===== config.mk =====
export PLATFORM = sky130hd
export DESIGN_NAME = caesar_mem_port_arbiter
export DESIGN_NICKNAME = d
export VERILOG_FILES = /design/src/rtl/caesar_mem_port_arbiter.sv
export SDC_FILE = /design/constraint.sdc
export NUM_CORES = 1
export LEC_CHECK = 0
export ABC_AREA = 0
export ABC_CLOCK_PERIOD_IN_PS = 3800
export CAP_MARGIN = 20
export CORE_AREA = 2 2 95 97
export CTS_BUF_LIST = sky130_fd_sc_hd__clkbuf_16
export CTS_CLUSTER_DIAMETER = 100
export DETAILED_ROUTE_END_ITERATION = 12
export DIE_AREA = 0 0 97 99
export PLACE_DENSITY = 0.66
export SLEW_MARGIN = 25
export SYNTH_ARGS = -nofsm -noshare
export SYNTH_HDL_FRONTEND = slang
export SYNTH_SLANG_ARGS = --single-unit

===== constraint.sdc =====
create_clock -name clk_i -period 3.8 [get_ports clk_i]
set_clock_uncertainty 0.05 [all_clocks]
set_input_delay 0.57 -clock clk_i [delete_from_list [all_inputs] [get_ports clk_i]]
set_output_delay 0.57 -clock clk_i [all_outputs]
set_load 0.02 [all_outputs]

===== src/rtl/caesar_mem_port_arbiter.sv =====
// Caesar SRAM bank front end: host/engine port arbiter with retention sequencing.
// Optional CAESAR_ARB_ROUND_ROBIN_EN selects round-robin instead of cae-first priority.
module caesar_mem_port_arbiter #(
  parameter int NUM_WORDS   = 1024,
  parameter int DATA_WIDTH  = 32,
  parameter int WAKE_CYCLES = 4,
  localparam int AddrWidth  = (NUM_WORDS <= 1) ? 1 : $clog2(NUM_WORDS),
  localparam int BeWidth    = DATA_WIDTH / 8
) (
  input  logic                  clk_i,
  input  logic                  rst_i,

  input  logic                  bus_req_i,
  output logic                  bus_gnt_o,
  input  logic                  bus_we_i,
  input  logic [AddrWidth-1:0]  bus_addr_i,
  input  logic [DATA_WIDTH-1:0] bus_wdata_i,
  input  logic [BeWidth-1:0]    bus_be_i,
  output logic                  bus_rvalid_o,
  output logic [DATA_WIDTH-1:0] bus_rdata_o,

  input  logic                  cae_req_i,
  output logic                  cae_gnt_o,
  input  logic                  cae_we_i,
  input  logic [AddrWidth-1:0]  cae_addr_i,
  input  logic [DATA_WIDTH-1:0] cae_wdata_i,
  input  logic [BeWidth-1:0]    cae_be_i,
  output logic                  cae_rvalid_o,
  output logic [DATA_WIDTH-1:0] cae_rdata_o,

  output logic                  mem_req_o,
  output logic                  mem_we_o,
  output logic [AddrWidth-1:0]  mem_addr_o,
  output logic [DATA_WIDTH-1:0] mem_wdata_o,
  output logic [BeWidth-1:0]    mem_be_o,
  input  logic [DATA_WIDTH-1:0] mem_rdata_i,

  output logic                  set_retentive_no,
  input  logic                  ret_req_i,
  output logic                  ret_ack_o
);

  localparam int CntW = (WAKE_CYCLES < 1) ? 1 : $clog2(WAKE_CYCLES + 1);

  typedef enum logic [1:0] {
    ACTIVE,
    DRAIN,
    RETENTIVE,
    WAKE
  } state_e;

  state_e          state_q, state_d;
  logic [CntW-1:0] wake_cnt_q, wake_cnt_d;
  logic            set_ret_n_q, set_ret_n_d;
  logic            ret_ack_q, ret_ack_d;
  logic            bus_rvalid_q, bus_rvalid_d;
  logic            cae_rvalid_q, cae_rvalid_d;
  logic            rd_q, rd_d;

  logic            grant_ok;
  logic            cae_wins;

  // Grants are only legal in ACTIVE with no pending retention request.
  assign grant_ok = (state_q == ACTIVE) && !ret_req_i && !rst_i;

`ifdef CAESAR_ARB_ROUND_ROBIN_EN
  // rr_q = 0 favours bus on a tie, 1 favours cae.
  logic rr_q, rr_d;

  // Pointer flips toward the port that did not just win.
  always_comb begin
    rr_d = rr_q;
    if (bus_gnt_o) rr_d = 1'b1;
    if (cae_gnt_o) rr_d = 1'b0;
  end

  // Round-robin pointer register.
  always_ff @(posedge clk_i or posedge rst_i) begin
    if (rst_i) rr_q <= 1'b0;
    else       rr_q <= rr_d;
  end

  assign cae_wins = cae_req_i && !(bus_req_i && !rr_q);
`else
  assign cae_wins = cae_req_i;
`endif

  assign cae_gnt_o = grant_ok && cae_wins;
  assign bus_gnt_o = grant_ok && bus_req_i && !cae_wins;

  // Steer the winner onto the bank; idle bank sees all zeros.
  always_comb begin
    mem_req_o   = 1'b0;
    mem_we_o    = 1'b0;
    mem_addr_o  = '0;
    mem_wdata_o = '0;
    mem_be_o    = '0;
    if (cae_gnt_o) begin
      mem_req_o   = 1'b1;
      mem_we_o    = cae_we_i;
      mem_addr_o  = cae_addr_i;
      mem_wdata_o = cae_wdata_i;
      mem_be_o    = cae_be_i;
    end else if (bus_gnt_o) begin
      mem_req_o   = 1'b1;
      mem_we_o    = bus_we_i;
      mem_addr_o  = bus_addr_i;
      mem_wdata_o = bus_wdata_i;
      mem_be_o    = bus_be_i;
    end
  end

  // Retention sequencing and one-deep response tracking.
  always_comb begin
    state_d      = state_q;
    wake_cnt_d   = wake_cnt_q;
    set_ret_n_d  = set_ret_n_q;
    ret_ack_d    = ret_ack_q;
    bus_rvalid_d = bus_gnt_o;
    cae_rvalid_d = cae_gnt_o;
    rd_d         = (bus_gnt_o && !bus_we_i) ||
                   (cae_gnt_o && !cae_we_i);
    unique case (state_q)
      ACTIVE: begin
        if (ret_req_i) state_d = DRAIN;
      end
      DRAIN: begin
        state_d     = RETENTIVE;
        set_ret_n_d = 1'b0;
        ret_ack_d   = 1'b1;
      end
      RETENTIVE: begin
        if (!ret_req_i) begin
          state_d     = WAKE;
          wake_cnt_d  = CntW'(WAKE_CYCLES);
          set_ret_n_d = 1'b1;
          ret_ack_d   = 1'b0;
        end
      end
      WAKE: begin
        if (wake_cnt_q == '0) state_d = ACTIVE;
        else wake_cnt_d = wake_cnt_q - 1'b1;
      end
      default: state_d = ACTIVE;
    endcase
  end

  // State and response registers; reset drops any in-flight response.
  always_ff @(posedge clk_i or posedge rst_i) begin
    if (rst_i) begin
      state_q      <= ACTIVE;
      wake_cnt_q   <= '0;
      set_ret_n_q  <= 1'b1;
      ret_ack_q    <= 1'b0;
      bus_rvalid_q <= 1'b0;
      cae_rvalid_q <= 1'b0;
      rd_q         <= 1'b0;
    end else begin
      state_q      <= state_d;
      wake_cnt_q   <= wake_cnt_d;
      set_ret_n_q  <= set_ret_n_d;
      ret_ack_q    <= ret_ack_d;
      bus_rvalid_q <= bus_rvalid_d;
      cae_rvalid_q <= cae_rvalid_d;
      rd_q         <= rd_d;
    end
  end

  assign bus_rvalid_o     = bus_rvalid_q;
  assign cae_rvalid_o     = cae_rvalid_q;
  assign bus_rdata_o      = (bus_rvalid_q && rd_q) ? mem_rdata_i : '0;
  assign cae_rdata_o      = (cae_rvalid_q && rd_q) ? mem_rdata_i : '0;
  assign set_retentive_no = set_ret_n_q;
  assign ret_ack_o        = ret_ack_q;

endmodule

==> run_results.csv <==
group,metric,value,unit
setup_path,crit_top_cell,"clkdlybuf4s50_1",
layout,layout.cells.non_filler,532,
layout,regArea,251,µm²
layout,synthToLayoutAreaGrowth,174,%
clocking,cts_buffers,3,
sta,period_needed,3290,ps
setup_path,worstSetupPathType,"input port to output pin",
power,p_leak,0.00181,µW
setup_path,cp_data_required_time,3180,ps
setup_path,cp-start-kind,"input port",
setup_path,crit_family,"buffers and inverters",
detailed_routing,drt_wl_total,8850,µm
placed_design,place.gp.congestion,0.864,
global_route,grt_pass1_vias,2290,
power,comb_power_share,0.611,
flow_run,cap_violations,0,
detailed_routing,routed_via_density,4.61,
clocking,cts_buffer_depth,2,
clocking,post_cts_resized,0,
global_route,overflow,0,
setup_path,critPathArrivalTime,2670,ps
die,num_rows,34,
sta,finalSetupViolations,0,
layout,antennaDiodeCount,0,
detailed_routing,routedWlPerCell,16.6,µm
power,report.power.total,943,µW
setup_path,end_kind,"output pin",
sta,slew_violations,0,
layout,drive_above_1_share,0.0283,
clocking,htree_levels,1,
global_route,met2_usage,0.303,
die,start_util,0.175,
power,cellPowerDensity,229,nW/µm²
sta,worst_slack,510,ps
global_route,grt_pass1_wl,12800,µm
placed_design,hpwlAfterDp,7330,µm
clocking,cts-root-buf,"clkbuf_16",
global_route,use_met1,0.183,
power,switching_share,0.356,
yosys,synth_cells,191,
yosys,yosysSeqAreaShare,0.168,
global_route,use_met3,0.0752,
die,core_area,8550,µm²
yosys,synth-main-ff-cell,"dfrtp_1",
setup_path,cp_num_buf_inv,4,
global_route,grt_max_degree,65,
die,die_h,99,µm
global_route,grt_usage,0.165,
clocking,ctsHoldBuffers,0,
die,dieWidth,97,µm
sta,slew_headroom,0.433,
detailed_routing,ant_nets,0,
yosys,synth_nets,328,
yosys,synth-seq-cells,10,
global_route,busiest_layer,"met2",
power,vdd_drop_max,0.000208,V
setup_path,cp_slowest_cell,"clkdlybuf4s50_1",
yosys,synth_cell_types,24,
detailed_routing,drt-initial-drc-count,69,
yosys,syn_area_per_cell,7.85,µm²
global_route,antenna_found_initial,0,
die,die_area,9600,µm²
sta,rsz0062_at_grt,"false",
detailed_routing,firstDrtPassIters,4,
layout,multi_input_area,1070,µm²
sta,fmaxAchievable,304,MHz
run_status,run_status,"completed",
sta,fin_crit_sh,0.866,
placed_design,dpl.cell_count,528,
detailed_routing,post-route-drc-count,0,
sta,setup_tns,0,ps
yosys,async_reset_ff_frac,1.00,
yosys,synth_area,1500,µm²
clocking,clk_pin_slew,40,ps
power,p_clk_frac,0.195,
setup_path,cp_cell_sequence,"clkdlybuf4s50_1 > nor3b_2 > nand2_1 > inv_2 > buf_12 > a22o_1 > clkdlybuf4s50_1",
clocking,clkSinkCount,10,
sta,worst_pin_slew,851,ps
placed_design,dp_slack,499,ps
layout,nets,562,
worst_hold_path,hold_class,"register to register",
detailed_routing,via_count,2453,
power,cellInternalPower,607,µW
layout,utilization,0.481,
clocking,postCtsSetupBuffers,0,
clocking,tritoncts,"yes",
die,io_pins,249,
placed_design,io_buffers,248,
yosys,synth_warnings,0,
setup_path,critPathMaxFanout,38,
yosys,synth_edf_count,0,
clocking,clk_latency,230,ps
sta,hold_violations,0,
power,switchingPower,335,µW
power,pwr-share-seq,0.194,
setup_path,critPathMaxStageDelay,660,ps
layout,nFillCells,825,
==> cells in the mapped netlist (4+ instances only) <==
cell type  instances  share of area
buf_2              4          0.013
dfrtp_1            9           0.15
o21ai_0            4          0.013
inv_1             10          0.025
nand2_1            6          0.015
clkbuf_1          13          0.033
a22o_1            49           0.29
buf_6              6          0.045
ha_1               6          0.050
and3_1            64           0.27
==> layer usage <==
metal  routed length [µm]  part of all wire
met1                 3430              0.39
met2                 4440              0.50
met3                  904              0.10
met4                   65            0.0073
met5                    0                 0
==> cell type report <==
type / count / share of cell area
clock buffers: 3 / 0.0182
clock inverters: 1 / 0.000912
inverters: 12 / 0.0109
multi-input cells: 146 / 0.259
flip-flops and latches: 10 / 0.0611
well taps: 108 / 0.0328
repair buffers: 252 / 0.617
==> placed cells by master, fill, tap and decap left out, types with 3 or more instances in the layout <==
| cell type | n |
|---|---|
| inv_1 | 11 |
| ha_1 | 6 |
| clkdlybuf4s50_1 | 248 |
| a22o_1 | 49 |
| clkbuf_16 | 3 |
| and3_1 | 64 |
| dfrtp_1 | 9 |
| nand2_1 | 6 |
| o21ai_0 | 4 |
==> sequential cells by signal, summed over array words and instances (netlist names) <==
| register | cells |
|---|---|
| rd_q | 1 |
| cae_rvalid_o | 1 |
| bus_rvalid_o | 1 |
| set_retentive_no | 1 |
| state_q | 2 |
| wake_cnt_q | 3 |
| ret_ack_o | 1 |
==> cell families after synthesis <==
group / count (synthesis) / synth area share
simple gates: 77 / 0.313
compound gates: 62 / 0.341
buf+inv: 35 / 0.121
flops: 10 / 0.168
fa+ha+maj: 6 / 0.0500
mux: 1 / 0.00751
==> worst reg2reg max path: stages, from the launching register on <==
cell      delay, ps
dfrtp_1         380
inv_1            60
ha_1            190
ha_1            230
nand2b_1        190
o211ai_1        110
mux2_2          360
==> worst paths after layout <==
check,from,to,slack (ps),cells past startpoint
min in group asynchronous,rst_i,state_q[0],650,2
hold reg to reg,set_retentive_no,set_retentive_no,420,2
setup / recovery,rst_i,mem_wdata_o[9],510,7
hold / removal,set_retentive_no,set_retentive_no,420,2
setup reg to reg,wake_cnt_q[0],state_q[1],2110,6
max in group asynchronous,rst_i,set_retentive_no,2730,2
==> through the flow <==
stage	instance area (µm²)	hold slack [ps]
floorplan	1500	359
global placement	4040	414
detailed placement	4040	415
CTS	4120	422
global route	4120	462
finish	4120	417
==> power groups by stage <==
stage | clock network (µW) | logic (µW) | registers (µW)
6_report | 184 | 576 | 183
3_3_place_gp | 0 | 570 | 181
4_1_cts | 188 | 583 | 184
5_1_grt | 195 | 636 | 192
3_5_place_dp | 0 | 581 | 184
2_1_floorplan | 0 | 293 | 185
No activity file was read; power rests on OpenSTA's default activity.
